<file path="src/rtl/pong_pkg.sv">
// Shared definitions for the Pong match sequencer: FSM state encoding, score width and
// serve-direction constants.
package pong_pkg;

  localparam int unsigned SCORE_W = 3;

  localparam logic DIR_LEFT  = 1'b0;
  localparam logic DIR_RIGHT = 1'b1;

  typedef enum logic [2:0] {
    IDLE  = 3'd0,
    SERVE = 3'd1,
    PLAY  = 3'd2,
    POINT = 3'd3,
    OVER  = 3'd4
  } state_e;

endpackage

</file>
<file path="src/rtl/pong_match_ctrl_if.sv">
// Signal bundle between the match sequencer and its surroundings (button, ball logic,
// score displays).
//   start            raw start push-button (asynchronous)
//   point_l/point_r  point levels from ball logic
//   score_l/score_r  per-player scores
//   ball_en/ball_rst/serve_dir  ball logic controls
//   game_over/winner match result
//   state            FSM state for debug LEDs
// slave modport: the sequencer. master modport: the environment driving it.
interface pong_match_ctrl_if;
  import pong_pkg::*;

  logic               start;
  logic               point_l;
  logic               point_r;
  logic [SCORE_W-1:0] score_l;
  logic [SCORE_W-1:0] score_r;
  logic               ball_en;
  logic               ball_rst;
  logic               serve_dir;
  logic               game_over;
  logic               winner;
  logic [2:0]         state;

  modport slave (
    input  start, point_l, point_r,
    output score_l, score_r, ball_en, ball_rst, serve_dir, game_over, winner, state
  );

  modport master (
    output start, point_l, point_r,
    input  score_l, score_r, ball_en, ball_rst, serve_dir, game_over, winner, state
  );

endinterface

</file>
<file path="src/rtl/pong_debounce.sv">
// Synchronous level debouncer: the output follows the input only after the input has
// differed from it for DB_CYC consecutive cycles.
//   cloco  clock          rset  asynchronous active-high reset
//   din    synchronized level in
//   dout   debounced level out
module pong_debounce #(
  parameter int unsigned DB_CYC = 1_000_000
) (
  input  logic cloco,
  input  logic rset,
  input  logic din,
  output logic dout
);

  localparam int unsigned    CntW    = (DB_CYC > 1) ? $clog2(DB_CYC) : 1;
  localparam logic [CntW-1:0] CntLast = CntW'(DB_CYC - 1);

  logic [CntW-1:0] cnt_q;
  logic            dout_q;

  always_ff @(posedge cloco or posedge rset) begin
    if (rset) begin
      cnt_q  <= '0;
      dout_q <= 1'b0;
    end else if (din == dout_q) begin
      cnt_q <= '0;
    end else if (cnt_q == CntLast) begin
      dout_q <= din;
      cnt_q  <= '0;
    end else begin
      cnt_q <= cnt_q + 1'b1;
    end
  end

  assign dout = dout_q;

endmodule

</file>
<file path="src/rtl/pong_match_ctrl.sv">
// Pong match sequencer: owns both score registers and sequences each rally
// (IDLE -> SERVE -> PLAY -> POINT/OVER). All outputs are registered.
//   cloco  clock
//   rset   asynchronous active-high reset
//   bus    pong_match_ctrl_if.slave (start, point inputs; scores, ball controls, status)
// Optional: define PONG_START_DEBOUNCE_EN to debounce the start button for DB_CYC cycles.
module pong_match_ctrl
  import pong_pkg::*;
#(
  parameter int unsigned WIN_SCORE = 5,
  parameter int unsigned PAUSE_CYC = 50_000_000,
  parameter int unsigned DB_CYC    = 1_000_000
) (
  input logic              cloco,
  input logic              rset,
  pong_match_ctrl_if.slave bus
);

  localparam int unsigned     CntW    = (PAUSE_CYC > 1) ? $clog2(PAUSE_CYC) : 1;
  localparam logic [CntW-1:0] CntLast = CntW'(PAUSE_CYC - 1);
  localparam logic [SCORE_W-1:0] WinS = SCORE_W'(WIN_SCORE);

  if (WIN_SCORE < 1 || WIN_SCORE > 7 || PAUSE_CYC < 1 || DB_CYC < 1) begin : g_bad_param
    $error("pong_match_ctrl: parameter out of range");
  end

  // Start path: 2-flop synchronizer, optional debounce, rising-edge detect.
  logic sync1_q, sync2_q, start_lvl, start_prev_q, start_pulse;

`ifdef PONG_START_DEBOUNCE_EN
  pong_debounce #(
    .DB_CYC (DB_CYC)
  ) u_debounce (
    .cloco (cloco),
    .rset  (rset),
    .din   (sync2_q),
    .dout  (start_lvl)
  );
`else
  assign start_lvl = sync2_q;
`endif

  assign start_pulse = start_lvl & ~start_prev_q;

  // Point inputs are already synchronous; one register each for edge detection.
  logic pl_prev_q, pr_prev_q, pl_pulse, pr_pulse;
  assign pl_pulse = bus.point_l & ~pl_prev_q;
  assign pr_pulse = bus.point_r & ~pr_prev_q;

  state_e             state_q, state_d;
  logic [SCORE_W-1:0] score_l_q, score_l_d, score_r_q, score_r_d;
  logic [CntW-1:0]    cnt_q, cnt_d;
  logic               dir_q, dir_d, winner_q, winner_d;
  logic               ball_en_q, ball_en_d, ball_rst_q, ball_rst_d, over_q, over_d;

  always_comb begin
    state_d   = state_q;
    score_l_d = score_l_q;
    score_r_d = score_r_q;
    cnt_d     = cnt_q;
    dir_d     = dir_q;
    winner_d  = winner_q;
    unique case (state_q)
      IDLE: if (start_pulse) state_d = SERVE;
      SERVE: state_d = PLAY;
      PLAY: begin
        if (pl_pulse && pr_pulse) begin
          // Simultaneous points void the rally.
          state_d = POINT;
          cnt_d   = '0;
        end else if (pl_pulse) begin
          score_l_d = score_l_q + 1'b1;
          dir_d     = DIR_RIGHT;
          if (score_l_d == WinS) begin
            state_d  = OVER;
            winner_d = 1'b0;
          end else begin
            state_d = POINT;
            cnt_d   = '0;
          end
        end else if (pr_pulse) begin
          score_r_d = score_r_q + 1'b1;
          dir_d     = DIR_LEFT;
          if (score_r_d == WinS) begin
            state_d  = OVER;
            winner_d = 1'b1;
          end else begin
            state_d = POINT;
            cnt_d   = '0;
          end
        end
      end
      POINT: begin
        if (cnt_q == CntLast) state_d = SERVE;
        else                  cnt_d   = cnt_q + 1'b1;
      end
      OVER: begin
        if (start_pulse) begin
          score_l_d = '0;
          score_r_d = '0;
          dir_d     = DIR_LEFT;
          state_d   = SERVE;
        end
      end
      default: state_d = IDLE;
    endcase
    // Status outputs are registered from the next state so they track it exactly.
    ball_en_d  = (state_d == PLAY);
    ball_rst_d = ~ball_en_d;
    over_d     = (state_d == OVER);
  end

  always_ff @(posedge cloco or posedge rset) begin
    if (rset) begin
      sync1_q      <= 1'b0;
      sync2_q      <= 1'b0;
      start_prev_q <= 1'b0;
      pl_prev_q    <= 1'b0;
      pr_prev_q    <= 1'b0;
      state_q      <= IDLE;
      score_l_q    <= '0;
      score_r_q    <= '0;
      cnt_q        <= '0;
      dir_q        <= DIR_LEFT;
      winner_q     <= 1'b0;
      ball_en_q    <= 1'b0;
      ball_rst_q   <= 1'b1;
      over_q       <= 1'b0;
    end else begin
      sync1_q      <= bus.start;
      sync2_q      <= sync1_q;
      start_prev_q <= start_lvl;
      pl_prev_q    <= bus.point_l;
      pr_prev_q    <= bus.point_r;
      state_q      <= state_d;
      score_l_q    <= score_l_d;
      score_r_q    <= score_r_d;
      cnt_q        <= cnt_d;
      dir_q        <= dir_d;
      winner_q     <= winner_d;
      ball_en_q    <= ball_en_d;
      ball_rst_q   <= ball_rst_d;
      over_q       <= over_d;
    end
  end

  assign bus.state     = state_q;
  assign bus.score_l   = score_l_q;
  assign bus.score_r   = score_r_q;
  assign bus.ball_en   = ball_en_q;
  assign bus.ball_rst  = ball_rst_q;
  assign bus.serve_dir = dir_q;
  assign bus.game_over = over_q;
  assign bus.winner    = winner_q;

endmodule

</file>
<file path="src/flat_wrapper.sv">
// flat-port wrapper written by rule: the top's interface ports become plain ports
module pong_match_ctrl_flat import pong_pkg::*;
#(
  parameter int unsigned WIN_SCORE = 5,
  parameter int unsigned PAUSE_CYC = 50_000_000,
  parameter int unsigned DB_CYC    = 1_000_000
)
  (cloco, rset, bus_start, bus_point_l, bus_point_r, bus_score_l, bus_score_r, bus_ball_en, bus_ball_rst, bus_serve_dir, bus_game_over, bus_winner, bus_state);
  pong_match_ctrl_if bus_i ();
  input logic cloco;
  input logic rset;
  input wire logic [$bits(bus_i.start)-1:0] bus_start;
  input wire logic [$bits(bus_i.point_l)-1:0] bus_point_l;
  input wire logic [$bits(bus_i.point_r)-1:0] bus_point_r;
  output wire logic [$bits(bus_i.score_l)-1:0] bus_score_l;
  output wire logic [$bits(bus_i.score_r)-1:0] bus_score_r;
  output wire logic [$bits(bus_i.ball_en)-1:0] bus_ball_en;
  output wire logic [$bits(bus_i.ball_rst)-1:0] bus_ball_rst;
  output wire logic [$bits(bus_i.serve_dir)-1:0] bus_serve_dir;
  output wire logic [$bits(bus_i.game_over)-1:0] bus_game_over;
  output wire logic [$bits(bus_i.winner)-1:0] bus_winner;
  output wire logic [$bits(bus_i.state)-1:0] bus_state;
  assign bus_i.start = bus_start;
  assign bus_i.point_l = bus_point_l;
  assign bus_i.point_r = bus_point_r;
  assign bus_score_l = bus_i.score_l;
  assign bus_score_r = bus_i.score_r;
  assign bus_ball_en = bus_i.ball_en;
  assign bus_ball_rst = bus_i.ball_rst;
  assign bus_serve_dir = bus_i.serve_dir;
  assign bus_game_over = bus_i.game_over;
  assign bus_winner = bus_i.winner;
  assign bus_state = bus_i.state;
  pong_match_ctrl #(.WIN_SCORE(WIN_SCORE), .PAUSE_CYC(PAUSE_CYC), .DB_CYC(DB_CYC)) u_core (.cloco(cloco), .rset(rset), .bus(bus_i));
endmodule
</file>
<file path="config.mk">
export PLATFORM = sky130hd
export DESIGN_NAME = pong_match_ctrl_flat
export DESIGN_NICKNAME = d
export VERILOG_FILES = /design/src/rtl/pong_pkg.sv /design/src/rtl/pong_match_ctrl_if.sv /design/src/rtl/pong_debounce.sv /design/src/rtl/pong_match_ctrl.sv /design/src/flat_wrapper.sv
export SDC_FILE = /design/constraint.sdc
export NUM_CORES = 1
export LEC_CHECK = 0
export ABC_AREA = 1
export CAP_MARGIN = 20
export CORE_ASPECT_RATIO = 0.7
export CORE_UTILIZATION = 40
export CTS_BUF_LIST = sky130_fd_sc_hd__clkbuf_8
export CTS_CLUSTER_SIZE = 24
export DETAILED_ROUTE_END_ITERATION = 10
export GPL_TIMING_DRIVEN = 0
export HOLD_SLACK_MARGIN = 0.06
export PLACE_DENSITY_LB_ADDON = 0.2
export SLEW_MARGIN = 20
export SYNTH_ARGS = -nofsm -noshare
export SYNTH_HDL_FRONTEND = slang
export SYNTH_SLANG_ARGS = --single-unit
</file>
<file path="constraint.sdc">
create_clock -name cloco -period 3.8 [get_ports cloco]
set_input_delay 0.57 -clock cloco [delete_from_list [all_inputs] [get_ports cloco]]
set_output_delay 0.57 -clock cloco [all_outputs]
set_load 0.005 [all_outputs]
</file>
==> results.yml, run 1 <==
routing:
  viasPerCell: 4.986
  via_count: 2573
  drt_iter0_drc: 209
  drc: 0
  wl_per_cell_um: 13.82
  ant_nets: 0
  first_pass_iters: 4
  finalWirelength_um: 7129
sta:
  period_needed_ns: 2.400
  slew_viol_final: 0
  max_slew_margin_pct: 72.14
  timing.fmax_mhz: 416.6
  fin_crit_sh_pct: 63.16
  grt_setup_unrepaired: "no"
  finClkSkew_ns: 0.006344
  setup_tns_ns: 0
  max_slew.worst_pin.slew_ns: 0.4163
  hold_viol_final: 0
  setup-violations-final: 0
setup_path:
  cp_cell_sequence: "clkdlybuf4s50_1 -> inv_1 -> nor2_1 -> inv_1 -> ha_1 -> nand2_1 -> nand3b_1 -> nand2_1 -> nor2_1 -> nand2_4 -> buf_6 -> inv_2 -> nand2_1 -> nand2_1"
  critical_path.max_fanout: 10
  path_class: "in2reg"
  cp_data_arrival_time_ns: 2.64
  critPathBufInv: 5
  cp_top_family: "buffers and inverters"
  cp.required_ns: 4.04
  slowest_stage: "clkdlybuf4s50_1"
  max_stage_delay_ns: 0.48
  path_common_cell: "nand2_1"
  start_kind: "input port"
  critPathCaptureType: "flip-flop"
global_routing:
  busiest_layer: "met1"
  grt_pass1_vias: 2386
  antenna_found_initial: 0
  use_met1_pct: 35.21
  grt.total_usage_pct: 21.38
  use_met2_pct: 27.89
  grt_max_degree: 31
  grt_pass1_wl_um: 11770
  grt_remaining_overflow: 0
  grt_use_met3_pct: 4.780
placed_design:
  gp_congestion: 0.9363
  numPortBuffers: 18
  dpl.hpwl_um: 5338
  dpl_cell_area_sq_um: 3082
layout:
  area_growth_pct: 14.51
  antenna-diode-count: 0
  final_nets: 437
  layout-drive-gt1-share_pct: 6.824
  fin_util_pct: 49.09
  design_area_sq_um: 3169
clock_tree:
  h-tree-depth: 2
  clk_path_buf_depth: 2
  clock-sinks: 45
  cts_tree: "done"
  postCtsHoldBufs: 0
  postCtsResizedCells: 0
  cts_buffers: 5
  clk_pin_slew_worst_paths_ns: 0.09
  insertion_delay_ns: 0.30
  root_buffer: "clkbuf_8"
  cts_setup_buffers: 0
synthesis:
  synth_xor_area_share_pct: 2.532
  synth_edf_count: 0
  ys_seq_elements: 45
  synth_compound_area_share_pct: 7.414
  synth_top_area_share_pct: 39.78
  synth_common_cells: "138 x nand2_1, 48 x inv_1, 48 x nor2_1"
  synth_top_family_by_area: "simple AND/OR/NAND/NOR gates"
  synth_adder_area_share_pct: 3.617
  yosysTopAreaCell: "dfrtp_1"
  yosysWarnings: 0
  synth_flop_cell: "dfrtp_1"
  seq_area_frac_synth_pct: 40.73
  synth.distinct_cells: 27
  synthSimpleGateAreaFrac_pct: 36.93
  synth.area.mux_share_pct: 0
  synthesis.nets: 411
  synthArstFlopShare_pct: 100.0
  yosysMostFrequentCell: "nand2_1"
  syn_inst: 398
  synth_area_per_cell_sq_um: 6.954
  syn-cell-area_sq_um: 2768
  synthTopCellsByArea: "dfrtp_1 40%, nand2_1 19%, nand3_1 6.5%, inv_1 6.5%, nor2_1 6.5%"
floorplan:
  pin_count: 19
  die_w_um: 101.4
  die_area_sq_um: 7261
  core_sq_um: 6456
  die_h_um: 71.60
  initial_core_util_pct: 42.87
  fp-row-count: 24
run_status:
  outcome: "finished clean"
power:
  ir_drop_v: 0.0003086
  powerDensity_nw_per_um2: 522.0
  leakage_uw: 0.001390
hold_path:
  hold_class: "reg2reg"
job:
  cap_violations: 0
-- sequential cells by signal, summed over array words and instances, names as in the netlist --
| name | flops |
|---|---|
| u_core.bus.score_r | 3 |
| u_core.bus.game_over | 1 |
| u_core.bus.serve_dir | 1 |
| u_core.bus.ball_rst | 1 |
| u_core.bus.ball_en | 1 |
| u_core.bus.state | 3 |
| u_core.pr_prev_q | 1 |
| u_core.cnt_q | 26 |
| u_core.bus.score_l | 3 |
| u_core.pl_prev_q | 1 |
| u_core.bus.winner | 1 |
| u_core.start_lvl | 1 |
| u_core.sync1_q | 1 |
| u_core.start_prev_q | 1 |
-- layer usage --
metal / vias up / part of all wire [%]
met2: 67 / 39
li1: 1299 / -
met3: 5 / 6.0
met1: 1202 / 55
met4: 0 / 0.55
met5: - / 0
-- cell families after synthesis --
logic type	count (synthesis)
AOI/OAI and AO/OA	39
xor gates and xnor gates	8
buffers and inverters	56
DFF	45
and+or+nand+nor	242
adders and majority gates	8
-- power by group --
group | internal, uW | switching, uW | total, uW | leakage [uW]
registers | 561 | 66.9 | 628 | 0.000595
clock network | 127 | 174 | 301 | 0.0000416
logic | 293 | 432 | 725 | 0.000753
-- final cells by class --
| class | count | area (sq um) |
|---|---|---|
| fill | 653 | 3287 |
| multi-input combinational | 297 | 1398 |
| buffer | 6 | 55.05 |
| inverter | 50 | 187.7 |
| clock inverter | 3 | 18.77 |
| clock buffer | 5 | 68.82 |
| tap | 91 | 113.9 |
| timing repair buffer | 19 | 200.2 |
| sequential | 45 | 1127 |
-- final timing paths --
path	slack, ns	cells after the start	start	endpoint
hold reg to reg	0.36	0	u_core.sync1_q	u_core.start_lvl
min in group asynchronous	0.56	2	rset	u_core.cnt_q[8]
setup / recovery	1.40	14	bus_point_r	u_core.cnt_q[3]
max in group asynchronous	2.69	3	rset	u_core.bus.ball_rst
setup reg to reg	1.81	12	u_core.pr_prev_q	u_core.cnt_q[3]
hold / removal	0.36	0	u_core.sync1_q	u_core.start_lvl
-- per-stage QoR --
stage                     setup WS, ns  total power, uW  hold WS [ns]  instances
final                            1.400             1654        0.3575        516
after global routing             1.213             1778        0.3636        516
after CTS                        1.436             1658        0.3613        516
after detailed placement         1.132             1353        0.3395        508
after global placement           1.123             1338        0.3321        507
after floorplan                  1.892             1057        0.3312        398
-- cells in the final DEF (no fill, tap or decap) --
cell type | Yosys | routed
a21oi_1 | 3 | 3
buf_12 | 0 | 1
buf_2 | 2 | 2
buf_6 | 4 | 4
clkbuf_8 | 0 | 5
clkdlybuf4s50_1 | 0 | 18
clkinvlp_4 | 0 | 2
dfrtp_1 | 44 | 44
dfstp_2 | 1 | 1
ha_1 | 8 | 8
inv_1 | 48 | 48
inv_2 | 2 | 3
nand2_1 | 138 | 138
nand2_2 | 1 | 1
nand2_4 | 1 | 1
nand3_1 | 36 | 36
nand3_2 | 3 | 3
nand3b_1 | 1 | 1
nand4_1 | 4 | 4
nor2_1 | 48 | 48
nor2_2 | 3 | 3
nor2_4 | 1 | 1
nor3_1 | 3 | 3
o21ai_0 | 12 | 12
o21ai_1 | 19 | 19
o21bai_1 | 3 | 3
o22ai_1 | 2 | 2
or2_1 | 1 | 1
or2_2 | 2 | 2
xnor2_1 | 1 | 1
xor2_1 | 7 | 7
(Power assumes the default switching activity.)
==> inputs of run 2 (changes only) <==
==> constraint.sdc (replaced) <==
create_clock -name cloco -period 2.4 [get_ports cloco]
set_input_delay 0.36 -clock cloco [delete_from_list [all_inputs] [get_ports cloco]]
set_output_delay 0.36 -clock cloco [all_outputs]
set_load 0.005 [all_outputs]
==> results of run 2 <==
Same layout as run 1 (identical final DEF). Status: finished clean.
Among the figures that moved: setup slack after placement 1.132 ns -> -0.05838 ns; setup slack after layout 1.400 ns -> 0.2098 ns; hold slack 0.3575 ns -> 0.3504 ns; register-to-register setup slack 1.81 ns -> 0.41 ns; total power 1654 uW -> 2619 uW; worst IR drop on VDD 0.0003086 V -> 0.0004887 V
